==> src/rtl/ppu_pkg.sv <==
`default_nettype none
// ============================================================================
// Module      : ppu_pkg
// Description : Shared definitions for the PPU VRAM access path: register
//               indices, access FSM encoding, target decode and region bounds.
// Revision    : 1.0 - initial release
// ============================================================================
package ppu_pkg;

    // CPU-visible register indices (low three address bits)
    localparam logic [2:0] c_PPUSTATUS = 3'd2;
    localparam logic [2:0] c_PPUADDR   = 3'd6;
    localparam logic [2:0] c_PPUDATA   = 3'd7;

    // Access FSM encoding
    typedef logic [1:0] fsm_t;
    localparam fsm_t c_IDLE = 2'd0;
    localparam fsm_t c_WR   = 2'd1;
    localparam fsm_t c_RD   = 2'd2;

    // Which memory a PPU address lands in
    typedef enum logic [1:0] {
        T_CHR  = 2'd0,
        T_VRAM = 2'd1,
        T_PAL  = 2'd2
    } target_t;

    // Region boundaries in the 14-bit PPU address space
    localparam logic [13:0] c_VRAM_BASE = 14'h2000;
    localparam logic [13:0] c_PAL_BASE  = 14'h3F00;

    // Sprite palette entry 0 of each group ($3F10/14/18/1C) aliases the
    // matching background entry.
    function automatic logic [4:0] pal_fold(input logic [4:0] a);
        return (a[1:0] == 2'b00) ? {1'b0, a[3:0]} : a;
    endfunction

endpackage
`default_nettype wire

==> src/rtl/ppu_vram_port_if.sv <==
`default_nettype none
// ============================================================================
// Module      : ppu_vram_port_if
// Description : CPU register bus between the PPU register file (master) and
//               the VRAM access port (slave).
// Revision    : 1.0 - initial release
// ============================================================================
interface ppu_vram_port_if;
    logic       reg_en;
    logic       reg_we;
    logic [2:0] reg_sel;
    logic [7:0] reg_wdata;
    logic [7:0] reg_rdata;

    modport master (
        output reg_en, reg_we, reg_sel, reg_wdata,
        input  reg_rdata
    );

    modport slave (
        input  reg_en, reg_we, reg_sel, reg_wdata,
        output reg_rdata
    );
endinterface
`default_nettype wire

==> src/rtl/ppu_addr_map.sv <==
`default_nettype none
// ============================================================================
// Module      : ppu_addr_map
// Description : Combinational decode of a 14-bit PPU address into a target
//               memory plus the CHR, folded VRAM and folded palette addresses.
// Revision    : 1.0 - initial release
// ============================================================================
module ppu_addr_map
    import ppu_pkg::*;
#(
    parameter int VRAM_AW = 11,
    parameter int CHR_AW  = 13
) (
    input  wire logic [13:0]        i_v,
    input  wire logic               i_mirror_v,
    output target_t                 o_target,
    output logic [VRAM_AW-1:0]      o_vram_addr,
    output logic [CHR_AW-1:0]       o_chr_addr,
    output logic [4:0]              o_pal_addr
);

    // Region select: pattern tables, nametables (incl. $3000 alias), palette
    always_comb begin
        if (i_v < c_VRAM_BASE) begin
            o_target = T_CHR;
        end else if (i_v < c_PAL_BASE) begin
            o_target = T_VRAM;
        end else begin
            o_target = T_PAL;
        end
    end

    // Two physical nametables: vertical mirroring picks by bit 10,
    // horizontal by bit 11. Bits 13:12 are dropped, so $3xxx aliases $2xxx
    // and a palette address already yields the nametable underneath it.
    assign o_vram_addr = {(i_mirror_v ? i_v[10] : i_v[11]), i_v[9:0]};
    assign o_chr_addr  = i_v[CHR_AW-1:0];
    assign o_pal_addr  = pal_fold(i_v[4:0]);

endmodule
`default_nettype wire

==> src/rtl/ppu_vram_port.sv <==
`default_nettype none
// ============================================================================
// Module      : ppu_vram_port
// Description : CPU-side PPUADDR/PPUDATA access path to nametable VRAM, with
//               pass-through CHR and palette ports. Two-write address latch,
//               one-behind buffered reads, +1/+32 auto-increment.
// Revision    : 1.0 - initial release
// ============================================================================
module ppu_vram_port
    import ppu_pkg::*;
#(
    parameter int VRAM_AW = 11,
    parameter int CHR_AW  = 13
) (
    input  wire logic               clk,
    input  wire logic               rst,
    input  wire logic               clk_en,
    ppu_vram_port_if.slave          bus,
    input  wire logic               inc32,
    input  wire logic               mirror_v,
    output logic [VRAM_AW-1:0]      vram_addr,
    output logic                    vram_we,
    output logic [7:0]              vram_wdata,
    input  wire logic [7:0]         vram_rdata,
    output logic [CHR_AW-1:0]       chr_addr,
    input  wire logic [7:0]         chr_rdata,
    output logic [4:0]              pal_addr,
    output logic                    pal_we,
    output logic [7:0]              pal_wdata,
    input  wire logic [7:0]         pal_rdata,
    output logic                    busy,
    output logic                    overrun
);

    logic [13:0] r_v;
    logic [13:0] r_t;
    logic        r_w;
    logic [7:0]  r_rbuf;
    logic [7:0]  r_wdata;
    fsm_t        r_fsm;
    logic        r_busy;
    logic        r_overrun;
    logic        r_load_pend;
    logic [13:0] r_load_val;

    target_t     w_target;
    logic        w_idle;
    logic        w_addr_wr;
    logic        w_status_rd;
    logic        w_data_acc;
    logic        w_start_wr;
    logic        w_start_rd;
    logic        w_vload;
    logic [13:0] w_t_next;
    logic [13:0] w_v_inc;
    logic [7:0]  w_fill;
    logic [7:0]  w_rdata;

    ppu_addr_map #(
        .VRAM_AW (VRAM_AW),
        .CHR_AW  (CHR_AW)
    ) u_map (
        .i_v         (r_v),
        .i_mirror_v  (mirror_v),
        .o_target    (w_target),
        .o_vram_addr (vram_addr),
        .o_chr_addr  (chr_addr),
        .o_pal_addr  (pal_addr)
    );

    assign w_idle      = (r_fsm == c_IDLE);
    assign w_addr_wr   = bus.reg_en &  bus.reg_we & (bus.reg_sel == c_PPUADDR);
    assign w_status_rd = bus.reg_en & ~bus.reg_we & (bus.reg_sel == c_PPUSTATUS);
    assign w_data_acc  = bus.reg_en & (bus.reg_sel == c_PPUDATA);
    assign w_start_wr  = w_data_acc &  bus.reg_we & w_idle;
    assign w_start_rd  = w_data_acc & ~bus.reg_we & w_idle;
    assign w_vload     = w_addr_wr & r_w;

    // The second PPUADDR write copies the freshly completed t into v, so
    // build the updated t here and use it for both registers.
    always_comb begin
        w_t_next = r_t;
        if (w_addr_wr) begin
            if (!r_w) begin
                w_t_next[13:8] = bus.reg_wdata[5:0];
            end else begin
                w_t_next[7:0] = bus.reg_wdata;
            end
        end
    end

    // 14-bit add wraps $3FFF -> $0000 on its own
    assign w_v_inc = r_v + (inc32 ? 14'd32 : 14'd1);

    // Read-buffer fill: palette reads take the nametable underneath, which
    // is exactly what vram_addr already points at for a palette address.
    assign w_fill = (w_target == T_CHR) ? chr_rdata : vram_rdata;

    // PPUDATA read returns the buffered byte, except palette which is direct
    always_comb begin
        w_rdata = 8'h00;
        if (w_start_rd) begin
            w_rdata = (w_target == T_PAL) ? pal_rdata : r_rbuf;
        end
    end
    assign bus.reg_rdata = w_rdata;

    // Write strobes last exactly the commit cycle; CHR writes are dropped
    assign vram_we    = (r_fsm == c_WR) & clk_en & (w_target == T_VRAM);
    assign pal_we     = (r_fsm == c_WR) & clk_en & (w_target == T_PAL);
    assign vram_wdata = r_wdata;
    assign pal_wdata  = r_wdata;
    assign busy       = r_busy;
    assign overrun    = r_overrun;

    // Address latch, access FSM, read buffer and sticky overrun flag
    always_ff @(posedge clk or posedge rst) begin
        if (rst) begin
            r_v         <= 14'h0000;
            r_t         <= 14'h0000;
            r_w         <= 1'b0;
            r_rbuf      <= 8'h00;
            r_wdata     <= 8'h00;
            r_fsm       <= c_IDLE;
            r_busy      <= 1'b0;
            r_overrun   <= 1'b0;
            r_load_pend <= 1'b0;
            r_load_val  <= 14'h0000;
        end else begin
            if (w_addr_wr) begin
                r_t <= w_t_next;
                r_w <= ~r_w;
            end
            if (w_status_rd) begin
                r_w <= 1'b0;
            end
            if (w_data_acc && !w_idle) begin
                r_overrun <= 1'b1;
            end

            case (r_fsm)
                c_IDLE: begin
                    if (w_vload) begin
                        r_v <= w_t_next;
                    end
                    if (w_start_wr) begin
                        r_wdata <= bus.reg_wdata;
                        r_fsm   <= c_WR;
                        r_busy  <= 1'b1;
                    end else if (w_start_rd) begin
                        r_fsm   <= c_RD;
                        r_busy  <= 1'b1;
                    end
                end
                c_WR, c_RD: begin
                    // v must stay put until the commit; park any reload
                    if (w_vload && !clk_en) begin
                        r_load_pend <= 1'b1;
                        r_load_val  <= w_t_next;
                    end
                    if (clk_en) begin
                        if (r_fsm == c_RD) begin
                            r_rbuf <= w_fill;
                        end
                        if (w_vload) begin
                            r_v <= w_t_next;
                        end else if (r_load_pend) begin
                            r_v <= r_load_val;
                        end else begin
                            r_v <= w_v_inc;
                        end
                        r_load_pend <= 1'b0;
                        r_fsm       <= c_IDLE;
                        r_busy      <= 1'b0;
                    end
                end
                default: begin
                    r_fsm  <= c_IDLE;
                    r_busy <= 1'b0;
                end
            endcase
        end
    end

endmodule
`default_nettype wire
==> src/flat_wrapper.sv <==
// flat-port wrapper written by rule: the top's interface ports become plain ports
module ppu_vram_port_flat import ppu_pkg::*;
#(
    parameter int VRAM_AW = 11,
    parameter int CHR_AW  = 13
)
  (clk, rst, clk_en, inc32, mirror_v, vram_addr, vram_we, vram_wdata, vram_rdata, chr_addr, chr_rdata, pal_addr, pal_we, pal_wdata, pal_rdata, busy, overrun, bus_reg_en, bus_reg_we, bus_reg_sel, bus_reg_wdata, bus_reg_rdata);
  ppu_vram_port_if bus_i ();
  input  wire logic clk;
  input  wire logic rst;
  input  wire logic clk_en;
  input  wire logic inc32;
  input  wire logic mirror_v;
  output logic [VRAM_AW-1:0] vram_addr;
  output logic vram_we;
  output logic [7:0] vram_wdata;
  input  wire logic [7:0] vram_rdata;
  output logic [CHR_AW-1:0] chr_addr;
  input  wire logic [7:0] chr_rdata;
  output logic [4:0] pal_addr;
  output logic pal_we;
  output logic [7:0] pal_wdata;
  input  wire logic [7:0] pal_rdata;
  output logic busy;
  output logic overrun;
  input wire logic [$bits(bus_i.reg_en)-1:0] bus_reg_en;
  input wire logic [$bits(bus_i.reg_we)-1:0] bus_reg_we;
  input wire logic [$bits(bus_i.reg_sel)-1:0] bus_reg_sel;
  input wire logic [$bits(bus_i.reg_wdata)-1:0] bus_reg_wdata;
  output wire logic [$bits(bus_i.reg_rdata)-1:0] bus_reg_rdata;
  assign bus_i.reg_en = bus_reg_en;
  assign bus_i.reg_we = bus_reg_we;
  assign bus_i.reg_sel = bus_reg_sel;
  assign bus_i.reg_wdata = bus_reg_wdata;
  assign bus_reg_rdata = bus_i.reg_rdata;
  ppu_vram_port #(.VRAM_AW(VRAM_AW), .CHR_AW(CHR_AW)) u_core (.clk(clk), .rst(rst), .clk_en(clk_en), .bus(bus_i), .inc32(inc32), .mirror_v(mirror_v), .vram_addr(vram_addr), .vram_we(vram_we), .vram_wdata(vram_wdata), .vram_rdata(vram_rdata), .chr_addr(chr_addr), .chr_rdata(chr_rdata), .pal_addr(pal_addr), .pal_we(pal_we), .pal_wdata(pal_wdata), .pal_rdata(pal_rdata), .busy(busy), .overrun(overrun));
endmodule
==> config.mk <==
export PLATFORM = sky130hd
export DESIGN_NAME = ppu_vram_port_flat
export DESIGN_NICKNAME = d
export VERILOG_FILES = /design/src/rtl/ppu_pkg.sv /design/src/rtl/ppu_vram_port_if.sv /design/src/rtl/ppu_addr_map.sv /design/src/rtl/ppu_vram_port.sv /design/src/flat_wrapper.sv
export SDC_FILE = /design/constraint.sdc
export NUM_CORES = 1
export LEC_CHECK = 0
export CAP_MARGIN = 0
export CORE_ASPECT_RATIO = 1.2
export CORE_UTILIZATION = 44
export CTS_CLUSTER_SIZE = 8
export DETAILED_ROUTE_END_ITERATION = 7
export GPL_TIMING_DRIVEN = 0
export PLACE_DENSITY = 0.77
export RECOVER_POWER = 50
export SYNTH_ARGS = -nofsm -noshare
export SYNTH_HDL_FRONTEND = slang
export SYNTH_SLANG_ARGS = --single-unit
==> constraint.sdc <==
create_clock -name clk -period 1.8 [get_ports clk]
set_input_delay 0.18 -clock clk [delete_from_list [all_inputs] [get_ports clk]]
set_output_delay 0.18 -clock clk [all_outputs]
set_load 0.02 [all_outputs]
==> reports/summary.md <==
• complete, but fails checks — outcome
• negative setup slack — failing checks
• 100.0 um — overall die height
• 5 — first-pass detailed-route iteration total
• 0 — count of flip-flops with a built-in enable after synthesis
• 24.18% — overall routing resource usage
• 3525 sq um — cell area after technology mapping
• 1904 ps — post-route minimum period
• 13 — Final setup violation count
• -104.0 ps — minimum setup slack in the final design
• yes — CTS tree
• flop — kind of capture point of the worst setup path
• 59 — number of register bits inferred by synthesis
• 9 — number of buffers created by CTS
• 1528 nW/um^2 — total power density per cell area
• 10 — peak fanout along the critical path
• -780.7 ps — minimum setup slack after placement
• 1032 uV — worst vdd rail ir drop
• sky130_fd_sc_hd__dfrtp_1 — prevailing post-synth register cell
• 15770 um — wire length of the first global-routing pass
• 70 ps — clock transition at the registers of the reported paths
• 3 — number of levels in the clock H-tree
• 956.7 ps — measured slew at the worst slew-check pin
• 16.65 um — Routed wire per std cell
• 0.008087 W — final total power
• 2130 ps — arrival time of data at the critical path endpoint
• 565 — post-placement cell count
• 68.69% — core utilization of the finished layout
• 7707 sq um — Core ar.
• sky130_fd_sc_hd__dfrtp_1 — largest area contributor in the synthesized netlist
• 0 — count of max-cap constraint violations
• 0 — Diodes inserted
• 263 — drt initial violations
• 604 — Filler Cell Count
• 41.89% — top cell type's share of synthesized area
• 105.8% — fraction of the cycle the final worst path needs
• 0 — Hold Fails Final Rpt
• true — unrepaired setup endpoints after global routing
• 8374 sq um — overall die area
• 0.8656 — final weighted congestion in routability-driven placement
• 350 ps — latest clock arrival within the worst-skew pair
• 0 — remaining antenna violation count after routing
• 32.88% — layout cells sized above 1
• sky130_fd_sc_hd__clkbuf_8 — root buffer selected by CTS
• 50.20% — synthesis-to-finish area growth
• 61 — number of distinct standard cells referenced by the synthesized netlist
• 374 — synthesized netlist cell count
• 83.71 um — die width
• 0 — number of max-slew violations in the final report
• 100.0% — share of flip-flops with an asynchronous set or reset
• sky130_fd_sc_hd__dfrtp_1 42%, sky130_fd_sc_hd__buf_4 7.9%, sky130_fd_sc_hd__mux2i_1 6.2% — synth top area cells
• 525.2 MHz — timing-limited maximum frequency
• input pin — kind of start point of the critical path
• 0 — antenna violations before repair
• 45.73% — initial cell density of the core
• 422 — number of nets produced by synthesis
• 6762 um — total half-perimeter wirelength after legalization and detailed placement
• 4242 um — met1 wire length
• in2reg — Worst Setup Path Type
• 5084 um — detailed route wirelength on metal2
• 99 — number of top-level design ports
• 0 — overflow left after global routing
• 559 — number of nets at the end of the flow
• sky130_fd_sc_hd__dfrtp_1 — cell with the most instances after synthesis
• met4 — highest routing layer actually used
• 3386 — total vias in the final route
• in2reg — Min-Delay Path Class
• 2020 ps — required time of the critical path
• 41.89% — proportion of synthesized chip area in sequential cells
• 59 x sky130_fd_sc_hd__dfrtp_1, 37 x sky130_fd_sc_hd__buf_4, 36 x sky130_fd_sc_hd__nor2_1, 35 x sky130_fd_sc_hd__nand2_1, 23 x sky130_fd_sc_hd__a21oi_1 — top cell types by occurrence after synthesis
• 9.424 sq um — Post-Syn Area per Cell
• 0 — DR DRC count
• 98 — number of port buffers
• 2.366 nW — static power due to leakage
• 3188 — number of global-route vias before repair
• 0 — warning count from the yosys run
• 59 — sinks on the clock net
• 488 um — detailed-routed wire length on met3
• 35 — pin count of the biggest net entering global routing
• 5.587 — vias per std cell
• 2 — Max Buffers Root-to-Sink
• 9.276 ps — largest clock skew in the final design
• 606 — Final Non-Filler Cells
• 35 — Std-Cell Rows
• 36.15% — worst slew margin relative to its limit
• 10090 um — Routed Wire Length
==> per-stage QoR <==
stage                     instance area, sq um  hold slack [ps]  TNS [ps]
after global placement                    4648            453.9    -68190
after CTS                                 5150            230.0    -684.0
after global routing                      5294            320.9     -6246
after floorplan                           3552            269.8    -33.41
final                                     5294            285.3    -731.7
after detailed placement                  4668            458.6    -18470
==> registers in the layout, summed over array words and instances (netlist names) <==
signal,flops
u_core.r_load_val,14
u_core.r_load_pend,1
u_core.r_v,14
u_core.overrun,1
u_core.busy,1
u_core.pal_wdata,8
u_core.r_w,1
u_core.r_t,9
u_core.r_fsm,2
u_core.r_rbuf,8
==> final timing paths <==
kind | startpoint | endpoint | slack (ps) | cells after the start
worst max-delay path | bus_reg_en | u_core.r_v[9]$_DFFE_PP0P_ | -100 | 7
worst min-delay path | bus_reg_sel[2] | u_core.r_w$_DFFE_PP0P_ | 290 | 4
worst max register to register | u_core.r_w$_DFFE_PP0P_ | u_core.r_v[9]$_DFFE_PP0P_ | -40 | 5
worst min register to register | u_core.r_t[3]$_DFFE_PP0N_ | u_core.r_t[3]$_DFFE_PP0N_ | 470 | 2
max in group asynchronous | rst | u_core.r_v[8]$_DFFE_PP0P_ | 180 | 3
min in group asynchronous | rst | u_core.pal_wdata[4]$_DFFE_PP0P_ | 490 | 2
==> report_power, final <==
part           total (W)  switching (W)  internal [W]  leakage (nW)
Combinational    0.00455        0.00215       0.00240          1.53
Clock            0.00126       0.000525      0.000735         0.104
Sequential       0.00228       0.000454       0.00182         0.732
Total            0.00809        0.00313       0.00496          2.37
==> critical path: stages <==
cell and delay, ps:
sky130_fd_sc_hd__clkdlybuf4s50_1 510, sky130_fd_sc_hd__nand4_1 200, sky130_fd_sc_hd__or3_1 480, sky130_fd_sc_hd__buf_6 190, sky130_fd_sc_hd__a32o_1 250, sky130_fd_sc_hd__mux2i_1 190, sky130_fd_sc_hd__o31ai_2 120
==> cells by family after synthesis <==
group / after synthesis / share of synthesized area, %
compound gates: 82 / 15.02
xor+xnor: 5 / 1.242
fa+ha+maj: 6 / 2.130
buf+inv: 64 / 11.11
flops: 59 / 41.89
mux: 40 / 12.21
simple gates: 118 / 16.40
==> area by class of cell <==
class	count	area [sq um]	share of cell area [%]
multi-input cells	251	1869	35.31
flip-flops and latches	59	1486	28.08
repair buffers	129	1214	22.93
plain buffers	51	369.1	6.972
clock buffers	12	165.2	3.120
well taps	92	115.1	2.174
inverters	10	40.04	0.7563
clock inverters	2	35.03	0.6618
==> repair_timing <==
item | in CTS | in global routing
gates resized for setup | 96 | 40
pin swaps | 18 | 16
buffers inserted | 20 | 10
hold buffers | 0 | 0
gates cloned | 0 | 0
endpoints found under the setup margin | 38 | 43
==> per-layer routing <==
| layer | vias to the layer above | global-route usage [%] |
|---|---|---|
| met4 | 0 | 11.08 |
| met2 | 132 | 39.59 |
| li1 | 1567 | - |
| met3 | 29 | 5.674 |
| met5 | - | 0 |
| met1 | 1658 | 30.50 |
==> layout by cell type (no fill, tap or decap), types with 13 or more instances in the layout <==
cell,count
sky130_fd_sc_hd__clkbuf_8,13
sky130_fd_sc_hd__dfrtp_1,51
sky130_fd_sc_hd__mux2i_1,17
sky130_fd_sc_hd__mux2_2,16
sky130_fd_sc_hd__a21oi_1,17
sky130_fd_sc_hd__nand2_1,35
sky130_fd_sc_hd__buf_4,65
sky130_fd_sc_hd__clkdlybuf4s50_1,75
sky130_fd_sc_hd__nor2_1,31
sky130_fd_sc_hd__o21ai_0,15
sky130_fd_sc_hd__buf_6,13
Note: power is estimated with default switching activity, not from simulation.
